**config.mk**
```make
export PLATFORM = sky130hd
export DESIGN_NAME = multicycle_controller
export DESIGN_NICKNAME = d
export VERILOG_FILES = /design/src/rtl/ctrl_pkg.sv /design/src/rtl/alu_ctrl_dec.sv /design/src/rtl/multicycle_controller.sv
export SDC_FILE = /design/constraint.sdc
export NUM_CORES = 1
export LEC_CHECK = 0
export CORE_MARGIN = 4
export CORE_UTILIZATION = 42
export CTS_BUF_LIST = sky130_fd_sc_hd__clkbuf_16
export DETAILED_ROUTE_END_ITERATION = 10
export MAX_ROUTING_LAYER = met4
export PLACE_DENSITY = 0.7
export SLEW_MARGIN = 20
export SYNTH_ARGS = -nofsm -noshare
export SYNTH_HDL_FRONTEND = slang
export SYNTH_SLANG_ARGS = --single-unit
```
**constraint.sdc**
```tcl
create_clock -name clk -period 2.2 [get_ports clk]
set_input_delay 0.44 -clock clk [delete_from_list [all_inputs] [get_ports clk]]
set_output_delay 0.44 -clock clk [all_outputs]
set_load 0.01 [all_outputs]
```
**src/rtl/ctrl_pkg.sv**
```systemverilog
// Shared constants for the multi-cycle RV32 control FSM: opcodes, ALU codes, states.
package ctrl_pkg;

  localparam int unsigned OPCODE_W = 7;
  localparam int unsigned FUNCT3_W = 3;
  localparam int unsigned FUNCT7_W = 7;
  localparam int unsigned CC_W     = 4;
  localparam int unsigned STATE_W  = 3;

  localparam logic [OPCODE_W-1:0] OP_R     = 7'b0110011;
  localparam logic [OPCODE_W-1:0] OP_I     = 7'b0010011;
  localparam logic [OPCODE_W-1:0] OP_LOAD  = 7'b0000011;
  localparam logic [OPCODE_W-1:0] OP_STORE = 7'b0100011;

  localparam logic [FUNCT7_W-1:0] F7_BASE = 7'b0000000;
  localparam logic [FUNCT7_W-1:0] F7_ALT  = 7'b0100000;

  localparam logic [CC_W-1:0] CC_AND  = 4'b0000;
  localparam logic [CC_W-1:0] CC_OR   = 4'b0001;
  localparam logic [CC_W-1:0] CC_ADD  = 4'b0010;
  localparam logic [CC_W-1:0] CC_XOR  = 4'b0011;
  localparam logic [CC_W-1:0] CC_SUB  = 4'b0110;
  localparam logic [CC_W-1:0] CC_SLT  = 4'b0111;
  localparam logic [CC_W-1:0] CC_SLL  = 4'b1000;
  localparam logic [CC_W-1:0] CC_SRL  = 4'b1001;
  localparam logic [CC_W-1:0] CC_SRA  = 4'b1010;
  localparam logic [CC_W-1:0] CC_SLTU = 4'b1011;

  typedef enum logic [STATE_W-1:0] {
    ST_FETCH  = 3'd0,
    ST_DECODE = 3'd1,
    ST_EXEC   = 3'd2,
    ST_MEM    = 3'd3,
    ST_WB     = 3'd4,
    ST_HALT   = 3'd5
  } state_e;

  typedef enum logic [1:0] {
    CLS_R     = 2'd0,
    CLS_I     = 2'd1,
    CLS_LOAD  = 2'd2,
    CLS_STORE = 2'd3
  } iclass_e;

  // funct3 -> ALU code; alt selects SUB/SRA for the 000/101 slots
  function automatic logic [CC_W-1:0] funct3_cc(input logic [FUNCT3_W-1:0] f3, input logic alt);
    logic [CC_W-1:0] cc;
    case (f3)
      3'b000:  cc = alt ? CC_SUB : CC_ADD;
      3'b001:  cc = CC_SLL;
      3'b010:  cc = CC_SLT;
      3'b011:  cc = CC_SLTU;
      3'b100:  cc = CC_XOR;
      3'b101:  cc = alt ? CC_SRA : CC_SRL;
      3'b110:  cc = CC_OR;
      default: cc = CC_AND;
    endcase
    return cc;
  endfunction

endpackage

```
**src/rtl/alu_ctrl_dec.sv**
```systemverilog
// Combinational instruction classifier: opcode/funct3/funct7 -> ALU code, B-select, legality.
module alu_ctrl_dec
  import ctrl_pkg::*;
(
  input  logic [OPCODE_W-1:0] opcode,
  input  logic [FUNCT3_W-1:0] funct3,
  input  logic [FUNCT7_W-1:0] funct7,
  output logic [CC_W-1:0]     alu_cc_c,
  output logic                alu_src_c,
  output logic                illegal_c,
  output iclass_e             iclass_c
);

  // Classify the instruction and pick the ALU operation
  always_comb begin
    alu_cc_c  = CC_ADD;
    alu_src_c = 1'b0;
    illegal_c = 1'b0;
    iclass_c  = CLS_R;
    case (opcode)
      OP_R: begin
        iclass_c = CLS_R;
        alu_cc_c = funct3_cc(funct3, funct7[5]);
        if (funct7 == F7_ALT) begin
          illegal_c = !((funct3 == 3'b000) || (funct3 == 3'b101));
        end else if (funct7 != F7_BASE) begin
          illegal_c = 1'b1;
        end
      end
      OP_I: begin
        // funct7 is immediate bits here except for shifts
        iclass_c  = CLS_I;
        alu_src_c = 1'b1;
        alu_cc_c  = funct3_cc(funct3, (funct3 == 3'b101) && funct7[5]);
        if ((funct3 == 3'b001) && (funct7 != F7_BASE)) begin
          illegal_c = 1'b1;
        end
      end
      OP_LOAD: begin
        iclass_c  = CLS_LOAD;
        alu_src_c = 1'b1;
      end
      OP_STORE: begin
        iclass_c  = CLS_STORE;
        alu_src_c = 1'b1;
      end
      default: illegal_c = 1'b1;
    endcase
  end

endmodule

```
**src/rtl/multicycle_controller.sv**
```systemverilog
// Multi-cycle RV32 control FSM: FETCH/DECODE/EXEC/MEM/WB sequencing with registered strobes.
module multicycle_controller
  import ctrl_pkg::*;
#(
  parameter int unsigned ALU_CC_W = 4,
  parameter int unsigned CNT_W    = 32
) (
  input  logic                clk,
  input  logic                reset,
  input  logic [OPCODE_W-1:0] opcode,
  input  logic [FUNCT3_W-1:0] funct3,
  input  logic [FUNCT7_W-1:0] funct7,
  input  logic                mem_ready,
  output logic                pc_write,
  output logic                ir_write,
  output logic                reg_write,
  output logic                mem2reg,
  output logic                alu_src,
  output logic                mem_read,
  output logic                mem_write,
  output logic [ALU_CC_W-1:0] alu_cc,
  output logic                illegal,
  output logic [STATE_W-1:0]  state_o,
  output logic [CNT_W-1:0]    instr_count
);

  state_e          state, next_state;
  iclass_e         iclass, iclass_d;
  logic [CC_W-1:0] cc_q, cc_d;
  logic            src_d, illegal_d;
  logic            pc_write_d, ir_write_d, reg_write_d, mem2reg_d, mem_read_d, mem_write_d;
  logic [CNT_W-1:0] count_d;

  logic [CC_W-1:0] dec_cc;
  logic            dec_src, dec_illegal;
  iclass_e         dec_class;

  alu_ctrl_dec u_dec (
    .opcode    (opcode),
    .funct3    (funct3),
    .funct7    (funct7),
    .alu_cc_c  (dec_cc),
    .alu_src_c (dec_src),
    .illegal_c (dec_illegal),
    .iclass_c  (dec_class)
  );

  assign state_o = state;
  assign alu_cc  = ALU_CC_W'(cc_q);

  // Next state, retire counting and strobe values for the coming cycle
  always_comb begin
    next_state  = state;
    iclass_d    = iclass;
    cc_d        = cc_q;
    src_d       = alu_src;
    illegal_d   = illegal;
    count_d     = instr_count;
    pc_write_d  = 1'b0;
    ir_write_d  = 1'b0;
    reg_write_d = 1'b0;
    mem2reg_d   = 1'b0;
    mem_read_d  = 1'b0;
    mem_write_d = 1'b0;

    case (state)
      // FETCH without strobes is the post-reset cycle: arm the real fetch
      ST_FETCH: if (pc_write) next_state = ST_DECODE;
      ST_DECODE: begin
        if (dec_illegal) begin
          next_state = ST_HALT;
          illegal_d  = 1'b1;
        end else begin
          next_state = ST_EXEC;
          iclass_d   = dec_class;
          cc_d       = dec_cc;
          src_d      = dec_src;
        end
      end
      ST_EXEC: begin
        next_state = ((iclass == CLS_LOAD) || (iclass == CLS_STORE)) ? ST_MEM : ST_WB;
      end
      ST_MEM: begin
        if (mem_ready) begin
          if (iclass == CLS_STORE) begin
            next_state = ST_FETCH;
            count_d    = instr_count + CNT_W'(1);
          end else begin
            next_state = ST_WB;
          end
        end
      end
      ST_WB: begin
        next_state = ST_FETCH;
        count_d    = instr_count + CNT_W'(1);
      end
      ST_HALT:  next_state = ST_HALT;
      default:  next_state = ST_FETCH;
    endcase

    pc_write_d  = (next_state == ST_FETCH);
    ir_write_d  = (next_state == ST_FETCH);
    reg_write_d = (next_state == ST_WB);
    mem2reg_d   = (next_state == ST_WB)  && (iclass_d == CLS_LOAD);
    mem_read_d  = (next_state == ST_MEM) && (iclass_d == CLS_LOAD);
    mem_write_d = (next_state == ST_MEM) && (iclass_d == CLS_STORE);
  end

  // State and output registers with synchronous reset
  always_ff @(posedge clk) begin
    if (reset) begin
      state       <= ST_FETCH;
      iclass      <= CLS_R;
      cc_q        <= CC_AND;
      alu_src     <= 1'b0;
      illegal     <= 1'b0;
      instr_count <= '0;
      pc_write    <= 1'b0;
      ir_write    <= 1'b0;
      reg_write   <= 1'b0;
      mem2reg     <= 1'b0;
      mem_read    <= 1'b0;
      mem_write   <= 1'b0;
    end else begin
      state       <= next_state;
      iclass      <= iclass_d;
      cc_q        <= cc_d;
      alu_src     <= src_d;
      illegal     <= illegal_d;
      instr_count <= count_d;
      pc_write    <= pc_write_d;
      ir_write    <= ir_write_d;
      reg_write   <= reg_write_d;
      mem2reg     <= mem2reg_d;
      mem_read    <= mem_read_d;
      mem_write   <= mem_write_d;
    end
  end

endmodule

```
==> summary.txt, run 1 <==
Pwr
  • Maximum vdd drop: 0.316 mV
  • Power per Cell Area: 550 nW/um2
  • Switching part of the total power: 23.4%
  • Net Switching: 435 uW
  • Internal power: 1.42 mW
  • Leakage power figure: 1.10 nW
  • Comb power frac: 12.2%
  • Sequential power share: 48.6%
  • Clk pwr share: 39.2%

Floorplanning
  • Core Rows: 26
  • Core Box Area: 5200 um2
  • Starting density of the core: 44.2%
  • Die ar.: 6720 um2
  • Die W: 82.0 um
  • Top Ports: 67
  • DIE HEIGHT: 82.0 um

Yosys
  • Post-synthesis adder-cell area fraction: 0.544%
  • Seq/Total Area, Yosys: 41.8%
  • Synth warn: 0
  • Most used DFF post-synth: dfxtp_1
  • Post-synth ARST share: 0%
  • Netlist cell types: 40
  • Post-synth EDFFs: 0
  • Compound-Gate Fraction of Synth Area: 14.4%
  • Mux contribution to synthesized area: 2.61%
  • Xor/xnor cell area share of the yosys netlist: 6.09%
  • Post-Syn Nets: 298
  • Synth Area in Simple Gates: 31.4%
  • Number of synthesized register bits: 48
  • Post-Syn Area: 2300 um2
  • Post-Syn Area per Cell: 8.30 um2
  • Combinational family with the most area after synthesis: simple AND/OR/NAND/NOR gates
  • Mapped Cells: 277

Route
  • Routed vias: 2320
  • Total Wirelength: 6.02 mm
  • Antenna Nets Post-Route: 0
  • Number of DRC markers in iteration 0: 202
  • DR DRC count: 0
  • 1st-pass router iterations: 4
  • Routed vias/inst: 5.30
  • WL/cell: 13.7 um

Timing
  • Fin crit share: 96.4%
  • WHS: 0.444 ns
  • # setup viols final: 0
  • Pins Over Slew Limit: 0
  • Fmax achieved: 471 MHz
  • Setup Skew: 0.00578 ns
  • Worst-Margin Slew: 0.509 ns
  • Final worst path period need: 2.12 ns
  • Final hold vios: 0
  • Unrepaired setup endpoints after global routing: no
  • Rel. slew slack: 65.7%

Clocking
  • CTS tree: built
  • Clock H-tree levels: 2
  • Clock buffer depth: 2
  • Total CTS buffers: 5
  • Clock sink count: 48
  • Reg clk slew, reported paths: 0.07 ns
  • Worst skew pair latency: 0.29 ns
  • Post-CTS Hold Fix Bufs: 0
  • Clk root buf: clkbuf_16

Final layout
  • Diodes inserted: 0
  • Area growth from synthesis to layout: 46.6%
  • Non-filler cells in the finished layout: 438
  • Layout cell share with drive strength beyond 1: 12.0%
  • Final nets: 388

Placement
  • HPWL after DPL: 4.51 mm
  • Cell total after placement: 430
  • Final GP Congestion: 0.774
  • Number of port buffers: 66

Critical path
  • Worst path required time: 2.42 ns
  • Arrival time of the worst setup path: 2.34 ns
  • CP endpoint kind: flip-flop
  • Worst Setup Path Type: input port to flip-flop
  • Startpoint types: input port
  • Max FO, Critical Path: 9

Global route
  • First-pass GRT wire length: 10.1 mm
  • Gr usage total: 19.6%
  • Antenna violations before repair: 0
  • Global route overflow: 0
  • Largest net degree at the start of global routing: 46
  • Number of global-route vias before repair: 2183

Run status
  • Outcome: finished clean

Flow run
  • Max-cap viol count: 0

Min path
  • Hold Crit Class: flip-flop to flip-flop
==> timing repair <==
item,CTS,global route
setup endpoints to repair,0,3
resized for setup,0,3
setup buffers,0,0
==> final cells by class <==
class / instances / area [um2]
fill: 464 / 1830
multi-input combinational: 211 / 1280
sequential: 48 / 961
timing repair buffer: 93 / 876
clock buffer: 5 / 125
tap: 70 / 87.6
inverter: 8 / 30.0
clock inverter: 3 / 13.8
==> cells by family (layout without fill, tap and decap cells) <==
family,count (synthesis),after routing
AND/OR/NAND/NOR,131,131
multiplexers,6,6
XOR/XNOR,16,16
buffers and inverters,18,109
flip-flops,48,48
AO/OA/AOI/OAI,57,57
adder cells (fa/ha/maj),1,1
==> cell usage after synthesis (8+ instances only) <==
cell type / number / area [um2]
or3_1: 15 / 93.8
clkbuf_1: 8 / 30.0
nand2_1: 16 / 60.1
nand3_1: 13 / 65.1
a21oi_1: 26 / 130
nor2_1: 33 / 124
o21ai_0: 18 / 90.1
dfxtp_1: 48 / 961
nand4_1: 11 / 68.8
inv_1: 8 / 30.0
xnor2_1: 9 / 78.8
nor2b_1: 9 / 56.3
==> layout by cell type (no fill, tap or decap), types with 3 or more instances in the layout <==
| master | n |
|---|---|
| nor2b_1 | 9 |
| o21ai_0 | 18 |
| o21a_1 | 3 |
| o31ai_1 | 4 |
| nor4_1 | 7 |
| xor2_1 | 7 |
| nor2_1 | 33 |
| nor3_1 | 5 |
| nand3_1 | 13 |
| and4_1 | 3 |
| dfxtp_1 | 48 |
| mux2i_1 | 6 |
| clkdlybuf4s50_1 | 66 |
| xnor2_1 | 9 |
| buf_4 | 26 |
| a21oi_1 | 25 |
| clkbuf_16 | 5 |
| nand2_1 | 16 |
| nand4_1 | 11 |
| or3_1 | 15 |
| or4_1 | 3 |
| inv_1 | 8 |
==> final timing paths <==
path / from / end / slack [ns] / cells after the start
max: mem_ready / instr_count[28]$_SDFFE_PP0P_ / 0.08 / 7
min: illegal$_SDFFE_PP0P_ / illegal$_SDFFE_PP0P_ / 0.44 / 2
max reg2reg: instr_count[15]$_SDFFE_PP0P_ / instr_count[30]$_SDFFE_PP0P_ / 0.17 / 5
min reg2reg: illegal$_SDFFE_PP0P_ / illegal$_SDFFE_PP0P_ / 0.44 / 2
==> per-layer routing <==
metal / vias up / track usage (%) / wire length [um]
met5: - / - / 0
met4: 0 / 4.82 / 24
met3: 2 / 4.61 / 279
met2: 50 / 31.0 / 2930
met1: 1083 / 25.2 / 2790
li1: 1185 / - / -
==> power groups by stage <==
stage	sequential, mW	clock (mW)	combinational [mW]
after global routing	0.905	0.778	0.249
after floorplan	0.925	0	0.100
final	0.902	0.727	0.226
after global placement	0.921	0	0.223
after CTS	0.902	0.741	0.226
after detailed placement	0.922	0	0.226
==> worst max-delay path, stage by stage <==
cell	delay, ns
clkdlybuf4s50_1	0.48
nand3b_1	0.14
o22a_2	0.23
or3_4	0.41
buf_4	0.17
or3_1	0.35
a21oi_1	0.13
==> metrics by stage <==
step / setup slack, ns / utilization [%] / area, um2 / total power [mW] / setup TNS, ns
after floorplan: 0.178 / - / 2300 / 1.03 / 0
after global placement: -0.222 / 61.9 / 3220 / 1.14 / -1.70
after detailed placement: -0.266 / 61.9 / 3220 / 1.15 / -2.35
after CTS: 0.0285 / 64.5 / 3360 / 1.87 / 0
after global routing: 0.00209 / 64.8 / 3370 / 1.93 / 0
final: 0.0782 / 64.8 / 3370 / 1.86 / 0
==> sequential cells by signal, indices dropped and copies added, names as in the netlist <==
name	count
ir_write	1
instr_count	32
mem2reg	1
alu_cc	4
alu_src	1
iclass	2
illegal	1
state_o	3
reg_write	1
mem_write	1
mem_read	1
(Power assumes the default switching activity.)
==> inputs of run 2 (changes only) <==
--- a/config.mk
+++ b/config.mk
@@ -6,11 +6,10 @@
 export NUM_CORES = 1
 export LEC_CHECK = 0
 export CORE_MARGIN = 4
-export CORE_UTILIZATION = 42
+export CORE_UTILIZATION = 47
 export CTS_BUF_LIST = sky130_fd_sc_hd__clkbuf_16
 export DETAILED_ROUTE_END_ITERATION = 10
-export MAX_ROUTING_LAYER = met4
-export PLACE_DENSITY = 0.7
+export PLACE_DENSITY = 0.77
 export SLEW_MARGIN = 20
 export SYNTH_ARGS = -nofsm -noshare
 export SYNTH_HDL_FRONTEND = slang
==> summary.txt, run 2 (same netlist as run 1, synthesis figures left out) <==
Placement
  • Pre-CTS WS: -0.274 ns (-0.00808 ns)
  • HPWL after DPL: 4.36 mm (-3.3%)
  • Number of port buffers: 66 (unchanged)
  • Final GP Congestion: 0.809 (+4.6%)
  • Placed Area: 3200 um2 (-0.51%)
  • Cell total after placement: 427 (-0.70%)

Floorplanning
  • Top Ports: 67 (unchanged)
  • Die ar.: 6080 um2 (-9.6%)
  • Starting density of the core: 48.7% (+4.5 points)
  • Die W: 78.0 um (-4.9%)
  • Core Rows: 25 (-3.8%)
  • Core Box Area: 4720 um2 (-9.3%)
  • DIE HEIGHT: 78.0 um (-4.9%)

Pwr
  • Maximum vdd drop: 0.352 mV (+11%)
  • Leakage power figure: 1.11 nW (+0.78%)
  • Internal power: 1.42 mW (-0.36%)
  • Net Switching: 411 uW (-5.5%)
  • Clk pwr share: 38.2% (-1.0 points)
  • Switching part of the total power: 22.5% (-0.95 points)
  • Tot Pwr: 1.83 mW (-1.6%)
  • Comb power frac: 12.5% (+0.3 points)
  • Sequential power share: 49.4% (+0.8 points)
  • Power per Cell Area: 544 nW/um2 (-1.2%)

Global route
  • Number of global-route vias before repair: 2075 (-4.9%)
  • Global route overflow: 0 (unchanged)
  • First-pass GRT wire length: 9.80 mm (-2.6%)
  • Largest net degree at the start of global routing: 24 (-48%)
  • Gr usage total: 19.6% (+0.068 points)
  • Antenna violations before repair: 0 (unchanged)

Route
  • Routed vias: 2342 (+0.95%)
  • Total Wirelength: 5.85 mm (-2.8%)
  • DR DRC count: 0 (unchanged)
  • 1st-pass router iterations: 4 (unchanged)
  • Routed vias/inst: 5.38 (+1.6%)
  • Antenna Nets Post-Route: 0 (unchanged)
  • WL/cell: 13.4 um (-2.1%)
  • Number of DRC markers in iteration 0: 141 (-30%)

Final layout
  • Biggest register: instr_count
  • Area growth from synthesis to layout: 46.0%
  • Diodes inserted: 0 (unchanged)
  • Non-filler cells in the finished layout: 435 (-0.68%)
  • Most common cell after layout, fill and taps aside: clkdlybuf4s50_1
  • Max FFs per register: 32 (unchanged)
  • Final Cell Area: 3360 um2 (-0.41%)
  • Fill cell count: 377 (-19%)
  • Layout cell share with drive strength beyond 1: 12.0% (unchanged)
  • Most frequent cells in the layout: clkdlybuf4s50_1 (65), dfxtp_1 (48), nor2_1 (33)
  • Final nets: 389 (+0.26%)
  • Layout Utilization: 71.1% (+6.3 points)

Clocking
  • Post-CTS Hold Fix Bufs: 0 (unchanged)
  • Clock buffer depth: 2 (unchanged)
  • CTS tree: built
  • Worst skew pair latency: 0.28 ns (about the same)
  • Clock H-tree levels: 2 (unchanged)
  • Total CTS buffers: 5 (unchanged)
  • Clock sink count: 48 (unchanged)
  • Reg clk slew, reported paths: 0.06 ns (about the same)
  • Clk root buf: clkbuf_16

Flow run
  • Max-cap viol count: 0 (unchanged)

Run status
  • Outcome: finished clean

Critical path
  • Largest stage delay, worst path: 0.54 ns (+0.06 ns)
  • CP endpoint kind: flip-flop
  • Worst Setup Path Type: flip-flop to flip-flop
  • Critical Path Most Common Cell: or3_1
  • Worst path slowest cell: or4_4
  • Arrival time of the worst setup path: 2.29 ns (-0.05 ns)
  • Max FO, Critical Path: 5 (-4)
  • Crit path cell chain: nand4_2 -> or4_4 -> or3_1 -> or3_1 -> a21oi_1
  • Worst path required time: 2.41 ns (about the same)
  • R2R setup slack: 0.12 ns (-0.05 ns)
  • Startpoint types: flip-flop

Timing
  • Fmax achieved: 481 MHz (+2.1%)
  • Final hold vios: 0 (unchanged)
  • # setup viols final: 0 (unchanged)
  • PnR worst setup slack: 0.122 ns (+0.0436 ns)
  • Worst-Margin Slew: 0.519 ns (+0.00963 ns)
  • WHS: 0.442 ns (-0.00120 ns)
  • Setup Skew: 0.00443 ns (-0.00135 ns)
  • Pins Over Slew Limit: 0 (unchanged)
  • Setup_tns: 0 ns (unchanged)
  • Rel. slew slack: 65.1% (-0.65 points)
  • Unrepaired setup endpoints after global routing: no
  • Final worst path period need: 2.08 ns (-0.0436 ns)
  • Fin crit share: 94.5% (-2.0 points)

Min path
  • Hold Crit Class: flip-flop to flip-flop
==> run 2: per-layer routing <==
metal | track usage [%] | wire length (um) | up-vias
met1 | 27.5 | 2870 | 1080
met5 | 0 | 0 | -
li1 | - | - | 1188
met4 | 5.42 | 56 | 0
met2 | 30.2 | 2670 | 68
met3 | 4.64 | 253 | 6
==> run 2: final timing paths <==
kind / start / endpoint / cells past startpoint
max reg2reg: instr_count[15]$_SDFFE_PP0P_ / instr_count[30]$_SDFFE_PP0P_ / 5
max: instr_count[15]$_SDFFE_PP0P_ / instr_count[30]$_SDFFE_PP0P_ / 5
min reg2reg: illegal$_SDFFE_PP0P_ / illegal$_SDFFE_PP0P_ / 2
min: illegal$_SDFFE_PP0P_ / illegal$_SDFFE_PP0P_ / 2
==> run 2: area by class of cell <==
type	instances	area [um2]	area share, %
flip-flops and latches	48	961	28.6
multi-input cells	211	1280	38.0
inverters	8	30.0	0.894
repair buffers	94	873	26.0
clock buffers	5	125	3.73
well taps	67	83.8	2.50
clock inverters	2	8.76	0.261
==> run 2: power by group through the flow <==
stage	Combinational [mW]	Clock (mW)	Sequential, mW
floorplan	0.100	0	0.925
global placement	0.219	0	0.921
detailed placement	0.223	0	0.921
CTS	0.224	0.716	0.902
global route	0.247	0.756	0.905
finish	0.228	0.697	0.902
==> run 2: repair_timing <==
item / 4_1_cts / 5_1_grt
resized for setup: 0 / 3
buffers inserted: 0 / 1
setup endpoints to repair: 0 / 5
==> run 2: worst max-delay path, delay by kind of cell, from the launching register on <==
kind / cells / cell delay (ns)
simple gates: 4 / 1.48
compound gates: 1 / 0.14
flops: 1 / 0.40
